[src/rtl/xor_cipher_pkg.sv]
// Shared state encoding and counter sizing helper for the streaming XOR cipher.
package xor_cipher_pkg;

  typedef enum logic [1:0] {IDLE, LOAD_KEY, READY, STREAM} state_t;

  // One spare bit so a counter can hold N without wrapping to zero.
  function automatic int cnt_w(input int n);
    return $clog2(n) + 1;
  endfunction

endpackage

[src/rtl/xor_key_reg.sv]
// Stored key plus per-frame working key for the XOR cipher.
// Compile switch XOR_AUTOKEY_EN feeds ciphertext back into the working key instead of plain rotation.
module xor_key_reg
  import xor_cipher_pkg::*;
#(
  parameter int LANES    = 1,
  parameter int KEY_BITS = 32
) (
  input  logic             clk,
  input  logic             rst,
  input  logic             load_shift,
  input  logic             frame_copy,
  input  logic             rotate,
  input  logic             decrypt,
  input  logic [LANES-1:0] data,
  output logic [LANES-1:0] key_lane
);

  logic [KEY_BITS-1:0] stored_key;
  logic [KEY_BITS-1:0] work_key;
  logic [KEY_BITS-1:0] cur_key;
  logic [LANES-1:0]    feedback;

  // The first beat of a frame uses the stored key directly while it is copied in.
  always_comb begin
    cur_key  = frame_copy ? stored_key : work_key;
    key_lane = cur_key[KEY_BITS-1 -: LANES];
  end

`ifdef XOR_AUTOKEY_EN
  // Incoming data is already ciphertext when decrypting, so both directions feed back ciphertext.
  assign feedback = decrypt ? data : (data ^ key_lane);
`else
  logic unused_decrypt;
  assign unused_decrypt = decrypt;
  assign feedback       = key_lane;
`endif

  always_ff @(posedge clk or posedge rst) begin
    if (rst) begin
      stored_key <= '0;
      work_key   <= '0;
    end else begin
      if (load_shift) stored_key <= (stored_key << LANES) | KEY_BITS'(data);
      if (rotate)     work_key   <= (cur_key << LANES) | KEY_BITS'(feedback);
    end
  end

endmodule

[src/rtl/xor_stream_cipher.sv]
// Streaming XOR cipher: key/message beats in, ciphertext one cycle later with frame flags.
// Compile switch XOR_AUTOKEY_EN enables ciphertext autokey feedback into the working key.
module xor_stream_cipher
  import xor_cipher_pkg::*;
#(
  parameter int LANES    = 1,
  parameter int KEY_BITS = 32,
  parameter int MSG_BITS = 512
) (
  input  logic             iClk,
  input  logic             iRst,
  input  logic             iEn,
  input  logic [LANES-1:0] iData,
  input  logic             iLoad_key,
  input  logic             iLoad_msg,
  input  logic             iDecrypt,
  output logic [LANES-1:0] oData,
  output logic             oValid,
  output logic             oStart,
  output logic             oEnd,
  output logic             oKey_ready,
  output logic             oAbort,
  output logic             oErr
);

  localparam int KEY_BEATS = KEY_BITS / LANES;
  localparam int MSG_BEATS = MSG_BITS / LANES;
  localparam int KCW       = cnt_w(KEY_BEATS);
  localparam int MCW       = cnt_w(MSG_BEATS);
  localparam logic [KCW-1:0] KEY_LAST = KCW'(KEY_BEATS - 1);
  localparam logic [MCW-1:0] MSG_LAST = MCW'(MSG_BEATS - 1);

  if (KEY_BITS % LANES != 0) begin : g_key_chk
    $error("KEY_BITS must be a multiple of LANES");
  end
  if (MSG_BITS % LANES != 0) begin : g_msg_chk
    $error("MSG_BITS must be a multiple of LANES");
  end

  state_t           state, state_n;
  logic [KCW-1:0]   key_cnt, key_idx;
  logic [MCW-1:0]   msg_cnt, msg_idx;
  logic             key_beat, msg_req, msg_beat, collide, abort;
  logic             key_first, key_done, first_beat, last_beat;
  logic             dec_sel;
  logic [LANES-1:0] key_lane;

  // A key beat always wins; a message beat is only usable once a key is complete.
  always_comb begin
    key_beat   = iEn & iLoad_key;
    msg_req    = iEn & iLoad_msg;
    msg_beat   = msg_req & ~iLoad_key & ((state == READY) | (state == STREAM));
    collide    = msg_req & (iLoad_key | (state == IDLE) | (state == LOAD_KEY));
    key_first  = key_beat & (state != LOAD_KEY);
    first_beat = msg_beat & (state == READY);
    key_idx    = key_first ? '0 : key_cnt;
    msg_idx    = first_beat ? '0 : msg_cnt;
    key_done   = key_beat & (key_idx == KEY_LAST);
    last_beat  = msg_beat & (msg_idx == MSG_LAST);
    abort      = key_beat & (state == STREAM);
  end

  always_comb begin
    state_n = state;
    if (key_beat)      state_n = key_done ? READY : LOAD_KEY;
    else if (msg_beat) state_n = last_beat ? READY : STREAM;
  end

`ifdef XOR_AUTOKEY_EN
  logic dec_q;
  always_ff @(posedge iClk or posedge iRst) begin
    if (iRst)            dec_q <= 1'b0;
    else if (first_beat) dec_q <= iDecrypt;
  end
  assign dec_sel = first_beat ? iDecrypt : dec_q;
`else
  logic unused_decrypt;
  assign unused_decrypt = iDecrypt;
  assign dec_sel        = 1'b0;
`endif

  xor_key_reg #(
    .LANES    (LANES),
    .KEY_BITS (KEY_BITS)
  ) u_key_reg (
    .clk        (iClk),
    .rst        (iRst),
    .load_shift (key_beat),
    .frame_copy (first_beat),
    .rotate     (msg_beat),
    .decrypt    (dec_sel),
    .data       (iData),
    .key_lane   (key_lane)
  );

  // Pulse outputs are rebuilt every cycle, so a stalled cycle drives them low.
  always_ff @(posedge iClk or posedge iRst) begin
    if (iRst) begin
      state      <= IDLE;
      key_cnt    <= '0;
      msg_cnt    <= '0;
      oData      <= '0;
      oValid     <= 1'b0;
      oStart     <= 1'b0;
      oEnd       <= 1'b0;
      oKey_ready <= 1'b0;
      oAbort     <= 1'b0;
      oErr       <= 1'b0;
    end else begin
      state  <= state_n;
      oValid <= msg_beat;
      oStart <= first_beat;
      oEnd   <= last_beat;
      oAbort <= abort;
      oErr   <= oErr | collide;
      if (key_beat) begin
        key_cnt    <= key_done ? '0 : key_idx + KCW'(1);
        oKey_ready <= key_done;
        msg_cnt    <= '0;
      end else if (msg_beat) begin
        msg_cnt <= last_beat ? '0 : msg_idx + MCW'(1);
      end
      if (msg_beat) oData <= iData ^ key_lane;
    end
  end

endmodule
[config.mk]
export PLATFORM = sky130hd
export DESIGN_NAME = xor_stream_cipher
export DESIGN_NICKNAME = d
export VERILOG_FILES = /design/src/rtl/xor_cipher_pkg.sv /design/src/rtl/xor_key_reg.sv /design/src/rtl/xor_stream_cipher.sv
export SDC_FILE = /design/constraint.sdc
export NUM_CORES = 1
export LEC_CHECK = 0
export ABC_AREA = 1
export BUFFER_PORTS_ARGS = -buffer_cell sky130_fd_sc_hd__buf_2
export CORE_UTILIZATION = 31
export DETAILED_ROUTE_END_ITERATION = 16
export GPL_ROUTABILITY_DRIVEN = 0
export GPL_TIMING_DRIVEN = 0
export REMOVE_ABC_BUFFERS = 1
export SETUP_SLACK_MARGIN = 0.1
export SLEW_MARGIN = 20
export SYNTH_ARGS = -nofsm -noshare
export SYNTH_HDL_FRONTEND = slang
export SYNTH_SLANG_ARGS = --single-unit
export TNS_END_PERCENT = 50
[constraint.sdc]
create_clock -name iClk -period 4.3 [get_ports iClk]
set_clock_uncertainty 0.05 [all_clocks]
set_input_delay 0.43 -clock iClk [delete_from_list [all_inputs] [get_ports iClk]]
set_output_delay 0.43 -clock iClk [all_outputs]
set_load 0.02 [all_outputs]
; Yosys cells after proc, flatten, opt, wreduce, memory -nomap -nowiden
; Cells that the tools add are included.
[op_classes]
n_addsub = 2
eq_ne = 6
n_mux = 11
n_bitwise = 18
reduce_logical = 2
[ops]
columns = op, count
row1 = $or 32x1->32, 2
row2 = $mux 10, 4
row3 = $mux 32, 1
row4 = $mux 6, 2
row5 = $add 10x1->10 const B, 1
row6 = $and 1x1->1, 10
row7 = $eq 10x9->1 const B, 1
row8 = $add 6x1->6 const B, 1
row9 = $eq 6x5->1 const B, 1
row10 = $mux 2, 3
row11 = $eq 2x2->1 const B, 2
row12 = $or 1x1->1, 4
row13 = $eq 2x1->1 const B, 1
row14 = $logic_not 2->1, 1
row15 = $ne 2x1->1 const B, 1
row16 = $reduce_bool 2->1, 1
row17 = $mux 1, 1
row18 = $not 1->1, 1
row19 = $xor 1x1->1, 1
[word_totals]
reg_bits = 89
output_inout_bits = 7
word_cells = 51

; Longest topological paths before layout
[depth]
word_depth = 10
depth_mapped = 14

; Modules after synthesis
; A second synthesis with hierarchy kept.
[hier_totals]
cells_unflattened = 553
area_unflattened_um2 = 4311.6
[modules_own_cells]
columns = module, instances, cells_per_inst, area_per_inst_um2, seq_area_each_um2
row1 = xor_key_reg, 1, 377, 2925.3, 1601.5
row2 = xor_stream_cipher, 1, 176, 1386.3, 625.6

; Least setup slack after synthesis
; No wires, ideal clock.
[synth_path]
kind = input -> register
startpoint = in iLoad_msg
endpoint = reg msg_cnt[7]
arrival_time_ns = 1.738
required_ns = 4.134
setup_slack_ns = 2.395
cell_stages = 14
path_buffers = 1
path_cell_list = nand2_1 -> nor2_2 -> nand2_2 -> buf_6 -> inv_2 -> nor2_1 -> ha_1 -> nand4_2 -> nor2_2 -> nand2_1 -> nand2_4 -> inv_2 -> nand2_1 -> nand2_1
[synth_between]
elab_chain_len = 10
word_cells_on_any_way = 12
cone_classes = add/sub (1) / eq/ne (1) / mux (4) / bitwise (5) / reduce/logical (1)
[synth_lines]
columns = element, line_no
row1 = "start, declared", xor_stream_cipher.sv:15  ; input logic iLoad_msg,
row2 = $and 1x1->1 (*), xor_stream_cipher.sv:51  ; msg_req = iEn & iLoad_msg;
row3 = $and 1x1->1 (*) (2 in a row), xor_stream_cipher.sv:52  ; msg_beat = msg_req & ~iLoad_key & ((state == READY) | (state == STREAM));
row4 = $and 1x1->1 (*), xor_stream_cipher.sv:55  ; first_beat = msg_beat & (state == READY);
row5 = net first_beat, xor_stream_cipher.sv:44  ; logic key_first, key_done, first_beat, last_beat;
row6 = $mux 10 (*), xor_stream_cipher.sv:57  ; msg_idx = first_beat ? '0 : msg_cnt;
row7 = "parallel branches: the longest is 2 deep, another holds $add 10x1->10", -
row8 = $mux 10 (*), xor_stream_cipher.sv:121  ; msg_cnt <= last_beat ? '0 : msg_idx + MCW'(1);
row9 = $mux 10 (*), xor_stream_cipher.sv:120  ; end else if (msg_beat) begin
row10 = $mux 10 (*), xor_stream_cipher.sv:116  ; if (key_beat) begin
row11 = "end signal, assigned", xor_stream_cipher.sv:121
row12 = "end, declared", xor_stream_cipher.sv:42  ; logic [MCW-1:0] msg_cnt, msg_idx;
; Mark *: on every way through the listed nets, which the timed path passes. The select of a mux whose other input is x is not followed.
; A chain may end at the register's enable or synchronous reset.

; Worst setup path in the final report
[layout_path]
startpoint = reg state[0]
endpoint = reg msg_cnt[9]
[layout_between]
elab_chain_len = 10
word_cells_on_any_way = 13
cone_classes = add/sub (1) / eq/ne (3) / mux (4) / bitwise (4) / reduce/logical (1)
[layout_lines]
columns = element, line_no
row1 = "start, declared", xor_stream_cipher.sv:40  ; state_t state, state_n;
row2 = "start signal, assigned", xor_stream_cipher.sv:110  ; state <= state_n;
row3 = "$eq 2x2->1, on equally long branches", "xor_stream_cipher.sv:52, xor_stream_cipher.sv:55"
row4 = $or 1x1->1, xor_stream_cipher.sv:52
row5 = $and 1x1->1, xor_stream_cipher.sv:52
row6 = $and 1x1->1 (*), xor_stream_cipher.sv:55
row7 = net first_beat, xor_stream_cipher.sv:44
row8 = $mux 10 (*), xor_stream_cipher.sv:57
row9 = "parallel branches: the longest is 2 deep, another holds $add 10x1->10", -
row10 = $mux 10 (*), xor_stream_cipher.sv:121
row11 = $mux 10 (*), xor_stream_cipher.sv:120
row12 = $mux 10 (*), xor_stream_cipher.sv:116
; Marks and branches as above.

==> out/results.tsv <==
stage	metric	value	unit
sta	crit path time final	2.67	ns
pwr	P_leak	2.03	nW
route	vias per cell	4.55	
yosys	Synth cell types	31	
worst_setup_path	Worst setup SP type	flop	
place	I/O Buffers	12	
pwr	total power	0.00204	W
layout	Finished Layout Cells	640	
global_route	Total GRT Usage	12.3	%
yosys	cell count after synthesis	467	
clock_tree	number of H-tree levels	3	
route	drt initial violations	163	
place	post-DP HPWL	4.33	mm
floorplan	core area	0.0123	sq mm
yosys	Synth area leaders	dfrtp_1, nand2_1, o21ai_0	
layout	Final Util	36.0	%
yosys	cell area after synthesis	0.00397	sq mm
layout	Layout Nets	476	
route	total routed wirelength	7.16	mm
yosys	Post-synth EDFFs	0	
sta	FMAX	0.374	GHz
sta	crit share post-route	62.1	%
worst_setup_path	reg2reg end	msg_cnt[9]	
worst_setup_path	worst-path fanout max	35	
clock_tree	CTS resizes	0	
yosys	post-synthesis sequential area ratio	56.2	%
yosys	Async SR Flop Fraction	100	%
clock_tree	root buffer cell	clkbuf_16	
worst_setup_path	WS Path Type	flop to flop	
layout	layout cell share with drive strength beyond 1	10.4	%
route	Avg WL per Cell	11.2	microns
global_route	largest net degree at the start of global routing	68	
yosys	most frequent cell after synthesis	nand2_1	
floorplan	Die X	115	microns
yosys	Yosys top cell by area	dfrtp_1	
yosys	Yosys top cell area share	56.2	%
worst_setup_path	Req. time, crit path	4.48	ns
clock_tree	Num CTS Buffers	9	
pwr	maximum vdd drop	0.000158	V
worst_setup_path	worst path arrival time	2.85	ns
layout	Area growth syn-to-layout	11.3	%
place	Placed Area	0.00414	sq mm
layout	Finished Cell Area	0.00441	sq mm
worst_setup_path	Worst R2R Setup Slack	1.63	ns
status	outcome	finished, final reports clean	
floorplan	row count	40	
route	residual DRC count	0	
place	placed cells	624	
clock_tree	clock buffer depth	2	
floorplan	DIE AREA	0.0132	sq mm
sta	Worst Tran Pin Value	0.962	ns
route	total iterations of the first detailed-routing run	4	
route	Post-DRT Antenna Nets	0	
job	max_cap viols	0	
yosys	top_reg_cell synth	dfrtp_1	
worst_setup_path	element type at the critical path end	flop	
sta	final setup fails	0	
route	via count	2911	
sta	setup TNS	0	ns
floorplan	I/O pins	14	
worst_setup_path	cell count of the worst reg-to-reg path	12	
clock_tree	# Post-CTS Setup Buffers	0	
worst_hold_path	Hold Crit Class	primary input to async pin	
yosys	number of synthesized register bits	89	
clock_tree	Clock transition at path regs	0.06	ns
sta	RSZ-0062 raised after global routing	false	
global_route	initial antenna violation count	0	
global_route	first-pass GRT wire length	12.8	mm
yosys	commonest cells in the synthesized netlist	nand2_1, dfrtp_1, nor2_1	
sta	Rel. slew slack	35.8	%
floorplan	height of the die	115	microns
floorplan	starting density of the core	32.3	%
clock_tree	Clock Sinks	89	
pwr	pwr dens	462	mW/mm^2
layout	total of fill cells in the finished design	1262	
sta	Slew Limit Fails	0	
clock_tree	Skew-Pair Late Insertion Delay	0.34	ns
yosys	Synth Warn #	0	
worst_setup_path	Critical R2R Launch	state[0]	
layout	Inserted Diodes	0	
global_route	vias in the first global route	2760	
sta	final hold vios	0	
clock_tree	CTS tree	yes	
clock_tree	CTS Hold Buffers Added	0	
global_route	Congestion Overflow GR	0	
yosys	syn_area_per_cell	8.49	sq um
-- power by group --
group          total [W]  switching [W]  internal (W)
Combinational   0.000253       0.000153     0.0000995
Sequential       0.00106      0.0000909      0.000969
Clock           0.000726       0.000306      0.000421
-- final cells by class --
| type | instances | area, sq um | area share [%] |
|---|---|---|---|
| timing repair buffer | 13 | 80.1 | 1.81 |
| multi-input combinational | 318 | 1480 | 33.5 |
| sequential | 89 | 2230 | 50.5 |
| clock inverter | 3 | 15.0 | 0.340 |
| tap | 168 | 210 | 4.76 |
| inverter | 36 | 139 | 3.15 |
| clock buffer | 13 | 260 | 5.90 |
-- cells by family after synthesis --
kind of cell	share of synthesized area, %
flops	56.2
simple gates	24.0
fa+ha+maj	0.631
buf+inv	6.50
xor+xnor	0.663
compound gates	12.1
-- flip-flops by register name, indices dropped and copies added (netlist names) --
register              count
oData                     1
oEnd                      1
oKey_ready                1
oAbort                    1
key_cnt                   6
msg_cnt                  10
oValid                    1
oErr                      1
u_key_reg.stored_key     32
state                     2
oStart                    1
u_key_reg.work_key       32
-- how the worst max path moves through the flow --
stage                     slack, ns                endpoint  cells after the start  startpoint
after CTS                      1.61              msg_cnt[9]                     12    state[0]
after global placement         0.42  u_key_reg.work_key[19]                      2        iRst
after detailed placement       1.28                state[0]                      6   iLoad_key
final                          1.63              msg_cnt[9]                     12    state[0]
after global routing           1.37              msg_cnt[1]                     12    state[0]
after floorplan                1.51              key_cnt[0]                      1        iRst
-- worst max-delay path, stage by stage (launching register included) --
cell     delay, ns
dfrtp_2       0.79
nor2_1        0.13
nand2_2       0.30
inv_2         0.11
nor2_1        0.11
ha_1          0.21
nand4_2       0.16
nor2_2        0.21
nand2_1       0.14
nand2_4       0.12
inv_2         0.09
nand2_1       0.08
nand2_1       0.05
-- metrics by stage --
stage               setup slack [ns]  hold slack, ns
finish                          1.63           0.155
global route                    1.37           0.210
CTS                             1.61           0.172
detailed placement              1.28           0.410
global placement               0.423           0.406
floorplan                       1.51           0.395
-- metal layers --
metal  vias to the layer above  routed length [microns]  global-route usage [%]
li1                       1495                        -                       -
met1                      1379                     3490                    15.3
met2                        29                     3370                    20.4
met3                         8                      161                    2.69
met4                         0                      145                    6.23
met5                         -                        0                       0
-- layout by cell type, fill, tap and decap left out, drive strengths merged --
| master | n |
|---|---|
| nand2 | 158 |
| dfrtp | 89 |
| nor2 | 55 |
| o21ai | 50 |
| inv | 35 |
| a31oi | 31 |
| buf | 13 |
| clkbuf | 13 |
| nand3 | 7 |
| clkinv | 4 |
| nand4 | 3 |
| xnor2 | 2 |
| nand3b | 2 |
| ha | 2 |
| a21oi | 2 |
| or2 | 2 |
| nor3 | 1 |
| o21bai | 1 |
| xor2 | 1 |
| o22ai | 1 |
No activity file was read; power rests on OpenSTA's default activity.
